$ cat config.mk
export PLATFORM = sky130hd
export DESIGN_NAME = quad_step_decoder
export DESIGN_NICKNAME = d
export VERILOG_FILES = /design/src/rtl/quad_step_decoder.sv
export SDC_FILE = /design/constraint.sdc
export NUM_CORES = 1
export LEC_CHECK = 0
export CAP_MARGIN = 20
export CORE_MARGIN = 2
export CORE_UTILIZATION = 54
export CTS_CLUSTER_SIZE = 25
export DETAILED_ROUTE_END_ITERATION = 10
export PLACE_DENSITY = 0.81
export RECOVER_POWER = 25
export SYNTH_ARGS = -nofsm -noshare
export SYNTH_HDL_FRONTEND = slang
export SYNTH_SLANG_ARGS = --single-unit
export TNS_END_PERCENT = 50
$ cat constraint.sdc
create_clock -name clk -period 1.9 [get_ports clk]
set_input_delay 0.57 -clock clk [delete_from_list [all_inputs] [get_ports clk]]
set_output_delay 0.57 -clock clk [all_outputs]
set_load 0.1 [all_outputs]
$ cat src/rtl/quad_step_decoder.sv
// Quadrature front end: sync, glitch filter, Gray decode, divide-by-DIV step strobes, index load.
// Optional saturating error counter on output err_count when QDEC_ERR_CNT_EN is defined.
module quad_step_decoder #(
  parameter int         FILTER_LEN = 4,
  parameter int         DIV        = 4,
  parameter logic [3:0] LOAD_VALUE = 4'd0
) (
  input  logic       clk,
  input  logic       rst,
  input  logic       a_in,
  input  logic       b_in,
  input  logic       idx_in,
  output logic       enable,
  output logic       upordown,
  output logic       load,
  output logic [3:0] num2load,
  output logic       err
`ifdef QDEC_ERR_CNT_EN
  ,
  output logic [7:0] err_count
`endif
);

  localparam logic [3:0]        FL_M1 = 4'(FILTER_LEN - 1);
  localparam logic signed [3:0] DIV_P = 4'(DIV);
  localparam logic signed [3:0] DIV_N = 4'(-DIV);

  logic              a_s1, a_s2, b_s1, b_s2, idx_s1, idx_s2, idx_d;
  logic [3:0]        a_cnt, b_cnt;
  logic              a_f, b_f;
  logic [1:0]        prev;
  logic signed [3:0] acc;

  logic [1:0]        cur;
  logic              fwd, rev, ill, idx_rise, hit_up, hit_dn;
  logic signed [3:0] acc_step;

  // Next state when stepping forward through 00 -> 01 -> 11 -> 10 -> 00.
  function automatic logic [1:0] fwd_of(input logic [1:0] s);
    case (s)
      2'b00:   fwd_of = 2'b01;
      2'b01:   fwd_of = 2'b11;
      2'b11:   fwd_of = 2'b10;
      default: fwd_of = 2'b00;
    endcase
  endfunction

  assign num2load = LOAD_VALUE;

  always_comb begin
    cur      = {a_f, b_f};
    fwd      = (cur == fwd_of(prev));
    rev      = (prev == fwd_of(cur));
    ill      = ((cur ^ prev) == 2'b11);
    idx_rise = idx_s2 & ~idx_d;
    acc_step = acc;
    if (fwd)
      acc_step = acc + 4'sd1;
    else if (rev)
      acc_step = acc - 4'sd1;
    hit_up   = fwd && (acc_step == DIV_P);
    hit_dn   = rev && (acc_step == DIV_N);
  end

  always_ff @(posedge clk) begin
    if (rst) begin
      a_s1     <= 1'b0;
      a_s2     <= 1'b0;
      b_s1     <= 1'b0;
      b_s2     <= 1'b0;
      idx_s1   <= 1'b0;
      idx_s2   <= 1'b0;
      idx_d    <= 1'b0;
      a_cnt    <= '0;
      b_cnt    <= '0;
      a_f      <= 1'b0;
      b_f      <= 1'b0;
      prev     <= 2'b00;
      acc      <= '0;
      enable   <= 1'b0;
      upordown <= 1'b1;
      load     <= 1'b0;
      err      <= 1'b0;
    end else begin
      a_s1   <= a_in;
      a_s2   <= a_s1;
      b_s1   <= b_in;
      b_s2   <= b_s1;
      idx_s1 <= idx_in;
      idx_s2 <= idx_s1;
      idx_d  <= idx_s2;

      // A filtered channel only follows the synced input after FILTER_LEN disagreeing clocks.
      if (a_s2 == a_f)
        a_cnt <= '0;
      else if (a_cnt == FL_M1) begin
        a_f   <= a_s2;
        a_cnt <= '0;
      end else
        a_cnt <= a_cnt + 4'd1;

      if (b_s2 == b_f)
        b_cnt <= '0;
      else if (b_cnt == FL_M1) begin
        b_f   <= b_s2;
        b_cnt <= '0;
      end else
        b_cnt <= b_cnt + 4'd1;

      prev   <= cur;
      err    <= ill;
      load   <= idx_rise;
      enable <= 1'b0;

      // Index wins over a completing step: the counter is being reloaded anyway.
      if (idx_rise || ill)
        acc <= '0;
      else if (hit_up || hit_dn) begin
        acc      <= '0;
        enable   <= 1'b1;
        upordown <= hit_up;
      end else
        acc <= acc_step;
    end
  end

`ifdef QDEC_ERR_CNT_EN
  always_ff @(posedge clk) begin
    if (rst)
      err_count <= '0;
    else if (err && (err_count != 8'hFF))
      err_count <= err_count + 8'd1;
  end
`endif

endmodule

==> impl_metrics.tcl <==
set metrics [dict create \
    outcome "completed" \
    finalWirelength_mm 1.985 \
    cts_max_path_buffers 2 \
    io_buffer_count 8 \
    grt_remaining_overflow 0 \
    critical_path_class "register to register" \
    power_leakage_uw 0.0006282 \
    root_buffer "clkbuf_4" \
    ctsHoldBuffers 0 \
    post_cts_buffers 0 \
    ant_nets 0 \
    hold_viol 0 \
    p_per_area_nw_per_um2 651.0 \
    routed_via_density 5.043 \
    crit_start "acc[0]" \
    hp-class "register to register" \
    fin_crit_sh_pct 95.04 \
    synthCells 121 \
    first_pass_iters 4 \
    synth_top_area_share_pct 45.76 \
    worst_slew_pin_slew_ps 620.6 \
    switching_share_pct 25.92 \
    intPower_uw 678.2 \
    post-route-util_pct 69.55 \
    finalSetupViolCount 0 \
    cp-start-kind "register" \
    track_usage_pct 17.49 \
    cts_inserted_buffers 3 \
    drv_slew 0 \
    grt_max_degree 18 \
    holdPathEnd "load" \
    met3_length_microns 91 \
    clk_pin_slew_ps 150 \
    worst_skew_pair.late_latency_ps 330 \
    drt_iter0_markers 16 \
    grt_pass1_vias 783 \
    ys_types 34 \
    slew_headroom_pct 58.19 \
    arrival_ps 2080 \
    timing.rr.start "acc[0]" \
    p_comb_share_pct 7.7 \
    die_y_microns 50.77 \
    core_area_sq_um 2022 \
    min_period_ps 1806 \
    seqPwrFrac_pct 63.2 \
    worstPathRequired_ps 2180 \
    pwr-share-clk_pct 29.1 \
    critPathCaptureType "register" \
    ir_worst_vdd_mv 0.6024 \
    synthArstFlopShare_pct 0 \
    htreeDepth 1 \
    timing.fmax_mhz 553.8 \
    synth-seq-area-share_pct 45.76 \
    die_area_sq_um 2578 \
    dp_hpwl_mm 1.522 \
    area_growth_pct 19.07 \
    fill_cells 161 \
    stdcell_area_sq_um 1406 \
    placed_cell_area_sq_um 1354 \
    wl_met2_mm 1.014 \
    synthFlopType "dfxtp_1" \
    synthTopCellsByCount "dfxtp_1 (27), nor2_1 (17), inv_1 (8)" \
    vias 822 \
    yosysTopAreaCell "dfxtp_1" \
    ys_ff_latch 27 \
    drc 0 \
    gp_congestion 0.9389 \
    ioPinCount 13 \
    maxCapViolCount 0 \
    switchingPower_uw 237.3 \
    ys_warn_count 0 \
    cts_sinks 27 \
    syn_area_per_cell_sq_um 9.761 \
    grt_pass1_wl_mm 3.312 \
    num_antenna_cells 0 \
    top_layer_used "met4" \
    fin_worst_skew_ps 2.715 \
    min_from "idx_d" \
    multi_input_comb_area_sq_um 606.8 \
    tns_ps 0 \
    start_util_pct 58.42 \
    synth_edf_count 0 \
    die_w_microns 50.77 \
    hold_depth 1 \
    synth.area.top_cells "dfxtp_1 (46%), nor2_1 (5.4%), xnor2_1 (4.4%), ha_1 (4.2%), nor2b_1 (3.7%)" \
    fp-row-count 16 \
    wire_per_inst_microns 12.18 \
    yosysMostFrequentCell "dfxtp_1" \
    r2r.worst_path.cells 7 \
    syn_area_sq_um 1181 \
    reg2reg_setup_slack_ps 90 \
    nets 146 \
    wl_met1_microns 868 \
    critPathMaxFanout 4 \
    grt_antenna_before_repair 0 \
    final-seq-area_sq_um 543.0 \
    cts_tree "done" \
    timing.rr.end "upordown" \
    drive_above_1_share_pct 16.91 \
]
==> layout by cell type (no fill, tap or decap), types with 4 or more instances in the layout <==
cell     netlist  routed
buf_12         0       4
buf_4          4       5
conb_1         1       4
dfxtp_1       27      25
ha_1           4       4
inv_1          8       8
nand3_1        5       5
nor2_1        17      17
nor2b_1        7       7
nor3_1         4       4
xnor2_1        6       5
xor2_1         4       4
==> stage by stage <==
stage          hold WS (ps)  setup WS [ps]  instances  total power (uW)
2_1_floorplan         392.0          178.3        124             651.0
3_3_place_gp          400.5          97.84        159             661.2
3_5_place_dp          420.4          56.64        159             663.1
4_1_cts               440.0          17.10        163             928.1
5_1_grt               446.1         -3.823        163             955.2
6_report              434.6          94.20        163             915.5
==> repair_timing <==
item | in CTS | in global routing
gates resized for setup | 0 | 5
endpoints found under the hold margin | 0 | 0
endpoints found under the setup margin | 0 | 3
==> worst max path at each step <==
| stage | end | slack [ps] | depth (start not counted) |
|---|---|---|---|
| floorplan | upordown | 180 | 6 |
| CTS | upordown | 20 | 6 |
| detailed placement | upordown | 60 | 6 |
| global placement | upordown | 100 | 6 |
| global route | upordown | -4 | 7 |
| finish | upordown | 90 | 7 |
==> kinds of logic after synthesis <==
kind of cell	synth area share (%)
other	0.3175
AND/OR/NAND/NOR	20.76
AO/OA/AOI/OAI	6.780
buffers and inverters	5.720
flip-flops	45.76
XOR/XNOR	12.08
multiplexers	4.343
adder cells (fa/ha/maj)	4.237
==> layout make-up <==
class                      instances  area share, %
multi-input combinational         83          43.15
sequential                        27          38.61
timing repair buffer              14          11.48
tap                               27          2.402
inverter                           8          2.135
clock buffer                       3          1.601
clock inverter                     1         0.6228
==> registers in the layout (all words and copies together), names as in the netlist, 2 cells and up <==
name / cells
a_cnt: 4
b_cnt: 4
prev: 2
acc: 4
==> critical path, cell delays in order (launching register included) <==
cell	delay [ps]
dfxtp_1	380
inv_1	50
ha_1	300
mux2_1	320
mux2i_2	210
nor2b_2	100
a41o_1	230
a31oi_1	160
==> per-layer routing <==
metal / vias up / global-route usage, %
met4: 0 / 4.054
met5: - / 0
li1: 423 / -
met2: 17 / 29.61
met3: 3 / 6.250
met1: 379 / 21.21
==> power groups by stage <==
stage / Sequential, uW / Combinational [uW] / Clock (uW)
3_5_place_dp: 591 / 72.1 / 0
3_3_place_gp: 590 / 70.9 / 0
6_report: 578 / 70.4 / 267
5_1_grt: 580 / 75.0 / 300
4_1_cts: 579 / 72.4 / 277
2_1_floorplan: 594 / 57.3 / 0
No activity file was read; power rests on OpenSTA's default activity.
==> variant: new RTL, same flow settings <==
The output `err` loses its register stage (`err` becomes a continuous assignment).
--- a/src/rtl/quad_step_decoder.sv
+++ b/src/rtl/quad_step_decoder.sv
@@ -80,7 +80,6 @@
       enable   <= 1'b0;
       upordown <= 1'b1;
       load     <= 1'b0;
-      err      <= 1'b0;
     end else begin
       a_s1   <= a_in;
       a_s2   <= a_s1;
@@ -108,7 +107,6 @@
         b_cnt <= b_cnt + 4'd1;
 
       prev   <= cur;
-      err    <= ill;
       load   <= idx_rise;
       enable <= 1'b0;
 
@@ -124,6 +122,8 @@
     end
   end
 
+  assign err = ill;
+
 `ifdef QDEC_ERR_CNT_EN
   always_ff @(posedge clk) begin
     if (rst)
Formal check against the unedited RTL: not equivalent (a bounded check fails within 10 cycles, from zero or initial values and one cycle with rst high).
==> variant against the original RTL <==
Core utilization is 3.9 points higher. Wire length shrank 1.3%. Sequential share of layout area shrank 2.6 points. Worst setup slack worse by 130 ps. The flow now finishes with violations (setup timing). Sequential cell count is 1 lower. Area after synthesis is 0.74% lower. Total power is 8.5% higher. Worst hold slack better by 23 ps. Largest power group unchanged. Sequential power fell by 4.0%. Cell area increased by 4.6%. Critical path depth shrank 3. Critical path type is now flip-flop to primary output. Synthesized cell count shrank 1.7%. Largest cell class unchanged.
==> variant: results (changes against the original RTL) <==
placed_area_mm2: 0.00134  # -0.74%
areaGrowthSynthToFinish_pct: 25.5
globalplace.congestion: 0.933  # -0.65%
p_clk_mw: 0.371  # +39%
dr_wl_met3_um: 106  # +16%
core_mm2: 0.00200  # -0.99%
fillers: 133  # -17%
p_leak_nw: 0.641  # +2.0%
n_all_inverters: 5  # -3
buffer_area_frac: 0.117  # +0.00258
num-nonclk-buffers: 15  # +1
dp_hpwl_mm: 1.46  # -3.7%
cp_max_fo: 3  # -1
p_seq_mw: 0.555  # -4.0%
clkCellAreaFrac: 0.0357  # +0.0135
via_per_inst: 5.18  # +2.8%
netSwitchingPower_mw: 0.212  # -11%
grtUsageTotal: 0.170  # -0.00454
hold_start: "b_cnt[0]"
failed_checks: "setup timing"
vdd_ir_drop_max_mv: 0.678  # +13%
finalClockSkew_ps: 5.47  # +2.75 ps
cts_buffer_depth: 2  # unchanged
routed_wl_mm: 1.96  # -1.3%
grt_pass1_wl_mm: 3.26  # -1.5%
setup_viol: 1  # +1
grt_pass1_vias: 803  # +2.6%
met1_length_um: 803  # -7.5%
use_met2: 0.314  # +0.0175
yosys-top-cells-count: "dfxtp_1 (26), nor2_1 (13), nor2b_1 (9), xnor2_1 (8)"
seq-cell-share: 0.361  # -0.0256
multi_input_area_share: 0.451  # +0.0192
seq_area_frac_synth: 0.444  # -0.0137
synth_area_leaders: "dfxtp_1 (44%), xnor2_1 (6.0%), nor2b_1 (4.8%), ha_1 (4.3%), nor2_1 (4.2%)"
met2_length_mm: 1.02  # +0.89%
grt_max_degree: 16  # -2
drt-initial-drc-count: 20  # +4
status: "finished, violations left"
setup_slack_ps: -36.6  # -131 ps
whs_ps: 458  # +23.3 ps
multi_input_comb_cells: 86  # +3.6%
drive_above_1_share: 0.221  # +0.0515
synth_cell_types: 31  # -8.8%
design.seq.count: 26  # -3.7%
gr-usage-met1: 0.174  # -0.0383
whs_endpoint: "b_cnt[0]"
==> variant: cell types whose count changed in the layout (fill, tap and decap cells not counted), moves of 2 or more <==
cell     unedited run  this run
dfxtp_1            25        22
dfxtp_4             0         2
inv_1               8         5
nor2_1             17        13
nor2b_1             7         9
nor2b_2             2         0
xnor2_2             2         4
xor2_2              0         2
==> variant: how the worst max path moves through the flow <==
stage,startpoint,to,slack [ps],depth (start not counted)
after floorplan,acc[0],upordown,100,7
after global placement,prev[0],upordown,140,6
after detailed placement,a_f,upordown,50,7
after CTS,a_f,upordown,-20,8
after global routing,prev[1],err,-100,3
final,a_f,err,-40,4
==> variant: cell families (layout without fill, tap and decap cells) <==
logic type / after synthesis / in the layout / synth area share
AOI/OAI and AO/OA: 10 / 10 / 0.0651
other: 1 / 4 / 0.00320
xor gates and xnor gates: 16 / 16 / 0.139
buffers and inverters: 10 / 24 / 0.0448
adders and majority gates: 4 / 4 / 0.0427
and+or+nand+nor: 47 / 47 / 0.218
DFF: 26 / 26 / 0.444
muxes: 5 / 5 / 0.0438
==> variant: per-stage QoR <==
stage	TNS [ps]	cells	total power [mW]	setup slack, ps
6_report	-36.6	163	0.994	-36.6
5_1_grt	-138	163	1.03	-101
4_1_cts	-27.7	162	1.01	-20.5
3_5_place_dp	0	157	0.639	48.6
3_3_place_gp	0	157	0.638	138
2_1_floorplan	0	122	0.627	99.7
==> variant: repair_timing <==
| item | CTS | global route |
|---|---|---|
| gates resized for setup | 5 | 9 |
| setup endpoints to repair | 2 | 5 |
| endpoints found under the hold margin | 0 | 0 |
| setup buffers | 1 | 1 |
==> variant: worst max-delay path, cell delays in order (launching register included) <==
cell	delay, ps
dfxtp_4	380
buf_6	130
xor2_4	180
and2_4	180
buf_12	170
